==> config.mk <==
export PLATFORM = sky130hd
export DESIGN_NAME = mem_port_arbiter
export DESIGN_NICKNAME = d
export VERILOG_FILES = /design/src/rtl/mem_port_arbiter.sv
export SDC_FILE = /design/constraint.sdc
export NUM_CORES = 1
export LEC_CHECK = 0
export BUFFER_PORTS_ARGS = -buffer_cell sky130_fd_sc_hd__buf_4
export CORE_AREA = 2 2 124 126
export DETAILED_ROUTE_END_ITERATION = 7
export DIE_AREA = 0 0 126 128
export PLACE_DENSITY = 0.6
export REMOVE_ABC_BUFFERS = 1
export SLEW_MARGIN = 10
export SYNTH_ARGS = -nofsm -noshare
export SYNTH_HDL_FRONTEND = slang
export SYNTH_SLANG_ARGS = --single-unit
==> constraint.sdc <==
create_clock -name clk -period 3.5 [get_ports clk]
set_clock_uncertainty 0.2 [all_clocks]
set_input_delay 0.175 -clock clk [delete_from_list [all_inputs] [get_ports clk]]
set_output_delay 0.175 -clock clk [all_outputs]
set_load 0.01 [all_outputs]
==> src/rtl/mem_port_arbiter.sv <==
// mem_port_arbiter
//
// Shares one single-port data RAM (1-cycle read latency) between three
// requesters, with a fixed priority that is resolved every cycle:
//   1. deferred core writes (wr_*), which can never be stalled
//   2. core fast-port data reads (fast_*)
//   3. I$ refill beats issued by a small IDLE/BURST/DONE FSM (ic_req_*/refill_*)
//
// Ports:
//   clk, rst_n            clock, asynchronous active-low reset
//   fast_valid/fast_addr  data read request (byte address)
//   fast_ready/fast_data  one-cycle pulse with read data, cycle after grant
//   wr_valid/addr/data/mask  deferred write with byte-lane enables
//   ic_req_valid/addr     refill request, held until refill_ready
//   refill_valid/addr/data  one refill beat per asserted cycle
//   refill_ready          line complete, held until ic_req_valid drops
//   ram_en/we/addr/wdata  RAM command (word address), ram_rdata return data
//
// Optional feature: define MEM_ARB_PERF_EN to add the saturating counters
// refill_stall_cnt and read_conflict_cnt as extra output ports.

module mem_port_arbiter #(
    parameter int          LINE_WORDS = 8,
    parameter int          WORD_AW    = 16,
    parameter logic [3:0]  IO_NIBBLE  = 4'hF
) (
    input  logic               clk,
    input  logic               rst_n,
    input  logic               fast_valid,
    input  logic [31:0]        fast_addr,
    output logic               fast_ready,
    output logic [31:0]        fast_data,
    input  logic               wr_valid,
    input  logic [31:0]        wr_addr,
    input  logic [31:0]        wr_data,
    input  logic [3:0]         wr_mask,
    input  logic               ic_req_valid,
    input  logic [31:0]        ic_req_addr,
    output logic               refill_valid,
    output logic [31:0]        refill_addr,
    output logic [31:0]        refill_data,
    output logic               refill_ready,
`ifdef MEM_ARB_PERF_EN
    output logic [31:0]        refill_stall_cnt,
    output logic [31:0]        read_conflict_cnt,
`endif
    output logic               ram_en,
    output logic [3:0]         ram_we,
    output logic [WORD_AW-1:0] ram_addr,
    output logic [31:0]        ram_wdata,
    input  logic [31:0]        ram_rdata
);

    localparam int BEAT_W = (LINE_WORDS > 1) ? $clog2(LINE_WORDS) : 1;
    localparam int OFF_W  = $clog2(LINE_WORDS) + 2;
    localparam logic [31:0]       OFF_MASK  = (32'd1 << OFF_W) - 32'd1;
    localparam logic [BEAT_W-1:0] LAST_BEAT = BEAT_W'(LINE_WORDS - 1);
    localparam logic [BEAT_W-1:0] BEAT_ONE  = BEAT_W'(1);

    typedef enum logic [1:0] {
        IDLE  = 2'd0,
        BURST = 2'd1,
        DONE  = 2'd2
    } state_t;

    state_t            state_reg, state_next;
    logic [BEAT_W-1:0] beat_reg, beat_next;
    logic [31:0]       base_reg, base_next;
    logic              issued_all_reg, issued_all_next;
    logic              rd_pend_reg;
    logic              rf_pend_reg;
    logic [31:0]       rf_addr_reg;

    logic              wr_gnt, rd_gnt, rf_gnt;
    logic              rf_want;
    logic [31:0]       beat_addr;

    // Grants are forced low while reset is asserted so the RAM command
    // outputs drop to zero immediately, not at the next clock edge.
    assign rf_want = (state_reg == BURST) && !issued_all_reg;
    assign wr_gnt  = rst_n && wr_valid;
    assign rd_gnt  = rst_n && !wr_valid && fast_valid;
    assign rf_gnt  = rst_n && !wr_valid && !fast_valid && rf_want;

    // base is line-aligned, so adding the beat offset never carries out of
    // the line; the 32-bit add itself wraps modulo 2^32.
    assign beat_addr = base_reg + (32'(beat_reg) << 2);

    // RAM command mux
    always_comb begin
        ram_en    = 1'b0;
        ram_we    = 4'b0000;
        ram_addr  = '0;
        ram_wdata = 32'd0;
        if (wr_gnt) begin
            // A zero mask still consumes the slot.
            ram_en    = 1'b1;
            ram_we    = wr_mask;
            ram_addr  = wr_addr[WORD_AW+1:2];
            ram_wdata = wr_data;
        end else if (rd_gnt) begin
            ram_en   = 1'b1;
            ram_addr = fast_addr[WORD_AW+1:2];
        end else if (rf_gnt) begin
            ram_en   = 1'b1;
            ram_addr = beat_addr[WORD_AW+1:2];
        end
    end

    // Refill FSM: next state
    always_comb begin
        state_next      = state_reg;
        beat_next       = beat_reg;
        base_next       = base_reg;
        issued_all_next = issued_all_reg;
        case (state_reg)
            IDLE: begin
                if (ic_req_valid) begin
                    base_next       = ic_req_addr & ~OFF_MASK;
                    beat_next       = '0;
                    issued_all_next = 1'b0;
                    state_next      = BURST;
                end
            end
            BURST: begin
                if (rf_gnt) begin
                    beat_next = beat_reg + BEAT_ONE;
                    if (beat_reg == LAST_BEAT) begin
                        issued_all_next = 1'b1;
                    end
                end
                // Leave once the final beat is actually on refill_* outputs,
                // so refill_ready follows the last beat by one cycle.
                if (issued_all_reg && rf_pend_reg) begin
                    state_next = DONE;
                end
            end
            DONE: begin
                if (!ic_req_valid) begin
                    state_next = IDLE;
                end
            end
            default: begin
                state_next = IDLE;
            end
        endcase
    end

    always_ff @(posedge clk or negedge rst_n) begin
        if (!rst_n) begin
            state_reg      <= IDLE;
            beat_reg       <= '0;
            base_reg       <= 32'd0;
            issued_all_reg <= 1'b0;
            rd_pend_reg    <= 1'b0;
            rf_pend_reg    <= 1'b0;
            rf_addr_reg    <= 32'd0;
        end else begin
            state_reg      <= state_next;
            beat_reg       <= beat_next;
            base_reg       <= base_next;
            issued_all_reg <= issued_all_next;
            // IO-region reads take the RAM slot but never complete here.
            rd_pend_reg    <= rd_gnt && (fast_addr[31:28] != IO_NIBBLE);
            rf_pend_reg    <= rf_gnt;
            if (rf_gnt) begin
                rf_addr_reg <= beat_addr;
            end
        end
    end

    assign fast_ready   = rd_pend_reg;
    assign fast_data    = rd_pend_reg ? ram_rdata : 32'd0;
    assign refill_valid = rf_pend_reg;
    assign refill_addr  = rf_pend_reg ? rf_addr_reg : 32'd0;
    assign refill_data  = rf_pend_reg ? ram_rdata : 32'd0;
    assign refill_ready = (state_reg == DONE);

`ifdef MEM_ARB_PERF_EN
    logic [31:0] stall_cnt_reg;
    logic [31:0] conflict_cnt_reg;

    // Only cycles where a beat is still waiting to issue count as stalls;
    // the cycle presenting the final beat has nothing left to request.
    always_ff @(posedge clk or negedge rst_n) begin
        if (!rst_n) begin
            stall_cnt_reg    <= 32'd0;
            conflict_cnt_reg <= 32'd0;
        end else begin
            if (rf_want && !rf_gnt && (stall_cnt_reg != 32'hFFFF_FFFF)) begin
                stall_cnt_reg <= stall_cnt_reg + 32'd1;
            end
            if (fast_valid && wr_valid && (conflict_cnt_reg != 32'hFFFF_FFFF)) begin
                conflict_cnt_reg <= conflict_cnt_reg + 32'd1;
            end
        end
    end

    assign refill_stall_cnt  = stall_cnt_reg;
    assign read_conflict_cnt = conflict_cnt_reg;
`endif

    // Address bits outside the RAM index are deliberately ignored.
    logic unused_addr_bits;
    assign unused_addr_bits = ^{wr_addr, fast_addr, beat_addr};

endmodule

==> results of run 1 <==
==> Yosys cell counts, types with 2 or more instances <==
master    instances  share of area
a221o_1          16          0.042
and2_1           95           0.16
and3_1           52          0.085
buf_12            2          0.010
buf_2             3         0.0039
buf_4             3         0.0059
clkbuf_1         24          0.024
dfrtp_1          65           0.43
ha_1              2         0.0065
mux2_1            3         0.0088
mux2_2           34           0.10
mux2_4           20          0.079
nand2_1           7         0.0069
nand3_1           4         0.0052
nor2_1            3         0.0029
nor2b_1           2         0.0033
o211ai_1          2         0.0039
==> cell type report <==
type / count / area [um2] / share of cell area
repair buffers: 321 / 2490 / 0.371
multi-input cells: 255 / 2020 / 0.302
flip-flops and latches: 65 / 1630 / 0.243
clock buffers: 12 / 256 / 0.0383
well taps: 188 / 235 / 0.0351
clock inverters: 3 / 65.1 / 0.00971
inverters: 1 / 8.76 / 0.00131
==> final timing paths <==
| kind | endpoint |
|---|---|
| max | ram_addr[4] |
| min | issued_all_reg |
| max reg2reg | rf_addr_reg[26] |
| min reg2reg | rf_addr_reg[19] |
| max in group asynchronous | refill_valid |
| min in group asynchronous | issued_all_reg |
==> report_power, final <==
group	switching (uW)	internal, uW	total [uW]
Sequential	237	1100	1330
Combinational	375	695	1070
Clock	318	657	976
==> critical path, delay by kind of cell <==
kind / cells / cell delay (ns)
AND/OR/NAND/NOR: 2 / 0.73
buffers and inverters: 4 / 1.17
AO/OA/AOI/OAI: 1 / 0.28
==> repair_timing <==
action                    CTS  global route
hold endpoints to repair   94             0
hold buffers               31             0
gates resized for setup     0             0
==> per-layer routing <==
metal  part of all wire  vias to the layer above
met2               0.53                      198
met4              0.013                        0
li1                   -                     1817
met1               0.37                     1876
met3              0.091                       13
met5                  0                        -
==> through the flow <==
stage,util,std cells,cell area (um2),power [uW]
global placement,0.408,799,6070,2350
global route,0.451,845,6700,3580
detailed placement,0.408,799,6070,2400
finish,0.451,845,6700,3380
CTS,0.451,845,6700,3430
floorplan,-,321,3650,1910
==> cells in the final DEF, fill, tap and decap left out, types with 2 or more instances in the layout <==
cell type and count:
dlygate4sd3_1 31, dfrtp_1 64, nand2_1 7, mux2_1 3, bufinv_16 2, and3_1 52, ha_1 2, buf_4 290
and2_1 95, mux2_2 34, clkbuf_8 2, nand3_1 4, nor2b_1 2, conb_1 2, nor2_1 2, clkbuf_16 9
a221o_1 16, mux2_4 20, o211ai_1 2
==> cells by family after synthesis <==
group,after synthesis,share of synthesized area
AND/OR/NAND/NOR,171,0.275
flip-flops,65,0.425
multiplexers,57,0.187
buffers and inverters,34,0.0491
AO/OA/AOI/OAI,23,0.0556
adder cells (fa/ha/maj),2,0.00654
other,1,0.000980
==> impl_metrics.env, run 1 <==
export IMPL_status="completed"
export IMPL_timing_final_crit_share=0.787
export IMPL_dr_first_iter_drc_count=95
export IMPL_path_cells="dlygate4sd3_1 -> buf_4 -> or3b_1 -> or3_4 -> clkinv_4 -> a221o_1 -> buf_4"
export IMPL_ant_nets=0
export IMPL_met1_usage=0.179
export IMPL_yosysWarnings=0
export IMPL_cpMostUsedCell="buf_4"
export IMPL_dp_hpwl_mm=10.2
export IMPL_worst_r2r_path_depth=4
export IMPL_cts_buffers=9
export IMPL_clock_latency_ns=0.32
export IMPL_synth_top_flop_cell="dfrtp_1"
export IMPL_synth_edf_count=0
export IMPL_io_pins=321
export IMPL_worstPathRequired_ns=3.12
export IMPL_vias=3904
export IMPL_worstSetupStartpointType="input port"
export IMPL_nFillCells=1462
export IMPL_grt_overflow=0
export IMPL_core_area_um2=14900
export IMPL_hold_slack_ns=0.0968
export IMPL_setup_slack_ns=0.744
export IMPL_largest_reg_flops=30
export IMPL_grt_max_degree=80
export IMPL_grt_use_met3=0.0509
export IMPL_r2r_start="state_reg[0]"
export IMPL_clk_path_buf_depth=2
export IMPL_worst_pin_slew_ns=0.910
export IMPL_grt_util_all_layers=0.164
export IMPL_p_leak_uw=0.00357
export IMPL_wirelength_mm=13.8
export IMPL_rsz0062_at_grt="no"
export IMPL_clockRootBuffer="clkbuf_16"
export IMPL_drtPass1Iterations=4
export IMPL_synthArstFlopShare=1.00
export IMPL_syn_to_final_growth_pct=75.2
export IMPL_rows=45
export IMPL_avgSynthCellArea_um2=10.8
export IMPL_powerDensity_nw_per_um2=504
export IMPL_slew_headroom=0.393
export IMPL_yosysUniqueCellTypes=33
export IMPL_irDropWorstVdd_mv=0.181
export IMPL_grt_use_met2=0.306
export IMPL_gp_congestion=0.873
export IMPL_dp_slack_ns=1.02
export IMPL_cts_sinks=65
export IMPL_max_cap_violations=0
export IMPL_wire_per_inst_um=16.4
export IMPL_netlist_area_um2=3820
export IMPL_max_freq_ghz=0.363
export IMPL_arrival_ns=2.38
export IMPL_crit_path_end_kind="primary output"
export IMPL_drc=0
export IMPL_antenna_found_initial=0
export IMPL_final_layout_size_suffix_gt1_frac=0.554
export IMPL_post_cts_buffers=0
export IMPL_n_antenna_cell=0
export IMPL_syn_inst=353
export IMPL_grt_busiest_layer="met2"
export IMPL_start_util=0.257
export IMPL_htreeDepth=3
export IMPL_vias_per_cell=4.62
export IMPL_setup_tns_ns=0
export IMPL_min_delay_start="fast_valid"
export IMPL_cts_tree="yes"
export IMPL_maxSlewViolCount=0
export IMPL_ys_ff_latch=65
export IMPL_slowest_delay_ns=0.54
export IMPL_startpoint="rst_n"
export IMPL_synth_seq_area_share=0.425
export IMPL_die_area_um2=16100
export IMPL_rrSetupSlack_ns=1.35
export IMPL_die_w_um=126
export IMPL_hold_path_cell_count=4
export IMPL_io_buffers=285
export IMPL_final_setup_viol_count=0
export IMPL_worstSetupPathType="input port to primary output"
export IMPL_min_period_ns=2.76
export IMPL_crit_fanout=46
export IMPL_clk_pin_slew_ns=0.05
export IMPL_hold_class="input port to flip-flop"
export IMPL_first_global_vias=4058
export IMPL_fp_dieH_um=128
export IMPL_hold_viol_final=0
export IMPL_grt_pass1_wl_mm=20.9
export IMPL_slowest_stage="dlygate4sd3_1"
export IMPL_nets=824
(Power assumes the default switching activity.)
==> run 2, diff against run 1 <==
--- a/config.mk
+++ b/config.mk
@@ -6,10 +6,10 @@
 export NUM_CORES = 1
 export LEC_CHECK = 0
 export BUFFER_PORTS_ARGS = -buffer_cell sky130_fd_sc_hd__buf_4
-export CORE_AREA = 2 2 124 126
+export CORE_AREA = 2 2 125 127
 export DETAILED_ROUTE_END_ITERATION = 7
-export DIE_AREA = 0 0 126 128
-export PLACE_DENSITY = 0.6
+export DIE_AREA = 0 0 127 129
+export PLACE_DENSITY = 0.61
 export REMOVE_ABC_BUFFERS = 1
 export SLEW_MARGIN = 10
 export SYNTH_ARGS = -nofsm -noshare
==> constraint.sdc (replaced) <==
create_clock -name clk -period 2.3 [get_ports clk]
set_clock_uncertainty 0.2 [all_clocks]
set_input_delay 0.115 -clock clk [delete_from_list [all_inputs] [get_ports clk]]
set_output_delay 0.115 -clock clk [all_outputs]
set_load 0.01 [all_outputs]
==> run 2 against run 1 <==
  * The flow now finishes with violations (hold timing)
  * First-iteration DRC count grew 22%
  * Via count shrank 0.18%
  * Critical path depth shrank 1
  * Global-route usage grew 0.11 points
  * Flip-flop and latch count is the same
  * Highest routed layer unchanged
  * Count of clock-buffer cells in the layout shrank 1
  * Sequential power grew 51%
  * Register-to-register slack lost 0.97 ns
  * Cell count grew 0.83%
  * Worst setup slack lost 0.68 ns
  * Final area grew 1.9%
  * Non-clock buffer count grew 6
==> impl_metrics.env, run 2 (synthesis gave the netlist of run 1 again) <==
export IMPL_syn_to_final_growth_pct=78.6
export IMPL_clk_pin_slew_ns=0.06
export IMPL_setup_tns_ns=0
export IMPL_min_period_ns=2.23
export IMPL_antenna_found_initial=0
export IMPL_dp_hpwl_mm=10.4
export IMPL_cts_hold_buf=31
export IMPL_clk_path_buf_depth=2
export IMPL_crit_fanout=25
export IMPL_io_pins=321
export IMPL_worstSetupStartpointType="flip-flop"
export IMPL_grt_max_degree=66
export IMPL_die_w_um=127
export IMPL_slew_headroom=0.513
export IMPL_nets=830
export IMPL_rsz0062_at_grt="yes"
export IMPL_htreeDepth=3
export IMPL_gp_congestion=0.824
export IMPL_arrival_ns=1.92
export IMPL_hold_viol_final=47
export IMPL_final_setup_viol_count=0
export IMPL_die_area_um2=16400
export IMPL_core_area_um2=15000
export IMPL_first_global_vias=3986
export IMPL_max_freq_ghz=0.448
export IMPL_p_leak_uw=0.00362
export IMPL_cts_tree="yes"
export IMPL_n_antenna_cell=0
export IMPL_violations="hold timing"
export IMPL_clock_latency_ns=0.33
export IMPL_io_buffers=285
export IMPL_dr_first_iter_drc_count=116
export IMPL_finish_instance_area_um2=6830
export IMPL_rows=45
export IMPL_final_common_cell="buf_4"
export IMPL_worstPathRequired_ns=1.99
export IMPL_powerDensity_nw_per_um2=775
export IMPL_grt_overflow=0
export IMPL_worst_pin_slew_ns=0.731
export IMPL_max_cap_violations=0
export IMPL_cts_sinks=65
export IMPL_final_cell_mix="292 x buf_4, 95 x and2_1, 63 x dfrtp_1, 52 x and3_1, 34 x mux2_2"
export IMPL_drc=0
export IMPL_wirelength_mm=13.6
export IMPL_timing_final_crit_share=0.971
export IMPL_vias_per_cell=4.57
export IMPL_irDropWorstVdd_mv=0.318
export IMPL_cts_buffers=9
export IMPL_drtPass1Iterations=4
export IMPL_clockRootBuffer="clkbuf_16"
export IMPL_status="finished, violations left"
export IMPL_grt_pass1_wl_mm=21.0
export IMPL_rrSetupSlack_ns=0.38
export IMPL_hold_class="input port to asynchronous set/reset pin"
export IMPL_worstSetupPathType="flip-flop to primary output"
export IMPL_final_layout_size_suffix_gt1_frac=0.560
export IMPL_wire_per_inst_um=16.0
export IMPL_largest_reg_flops=30
export IMPL_vias=3897
export IMPL_grt_util_all_layers=0.165
export IMPL_maxSlewViolCount=0
export IMPL_fp_dieH_um=129
export IMPL_place_area_um2=6170
export IMPL_hold_slack_ns=-0.253
export IMPL_crit_path_end_kind="primary output"
export IMPL_start_util=0.255
export IMPL_ant_nets=0
==> run 2: worst paths after layout <==
path / from / end / cells after the start
max: state_reg[1] / ram_addr[12] / 6
min: rst_n / rf_addr_reg[11] / 2
max reg2reg: state_reg[1] / rf_addr_reg[26] / 5
min reg2reg: rf_addr_reg[20] / rf_addr_reg[20] / 1
max in group asynchronous: rst_n / state_reg[1] / 4
min in group clk: fast_valid / issued_all_reg / 4
==> run 2: critical path, stage by stage, from the launching register on <==
cell and delay [ns]:
dfrtp_2 0.43, nand2b_1 0.17, or3_4 0.37, clkinv_4 0.09
buf_16 0.18, a221o_1 0.19, buf_4 0.12
==> run 2: area by class of cell <==
type	count	area (um2)
Clock buffer	11	243
Fill cell	1448	8150
Multi-Input combinational cell	255	2020
Inverter	1	8.76
Sequential cell	65	1630
Timing Repair Buffer	327	2590
Clock inverter	5	103
Tap cell	188	235
==> run 2: repair_timing <==
| item | 4_1_cts | 5_1_grt |
|---|---|---|
| gates resized for setup | 0 | 2 |
| endpoints found under the setup margin | 0 | 12 |
| setup buffers | 0 | 0 |
| hold endpoints to repair | 98 | 47 |
==> run 2: layer usage <==
| layer | share of wire | GRT usage | routed length (um) |
|---|---|---|---|
| met2 | 0.50 | 0.291 | 6850 |
| met4 | 0.014 | 0.0614 | 187 |
| met1 | 0.39 | 0.190 | 5380 |
| met3 | 0.090 | 0.0486 | 1220 |
| met5 | 0 | 0 | 0 |
==> run 2: through the flow <==
step,total power [uW],instances,worst slack [ns],util
floorplan,2900,321,-1.04,-
global placement,3620,805,0.313,0.412
detailed placement,3690,805,0.298,0.412
CTS,5360,852,0.0420,0.455
global route,5620,852,-0.0224,0.456
finish,5290,852,0.0677,0.456
==> run 2: where the power goes <==
group          internal, uW  leakage [uW]  switching, uW
logic                  1090       0.00266            597
registers              1670      0.000801            341
clock network          1090      0.000166            508
total                  3850       0.00362           1450
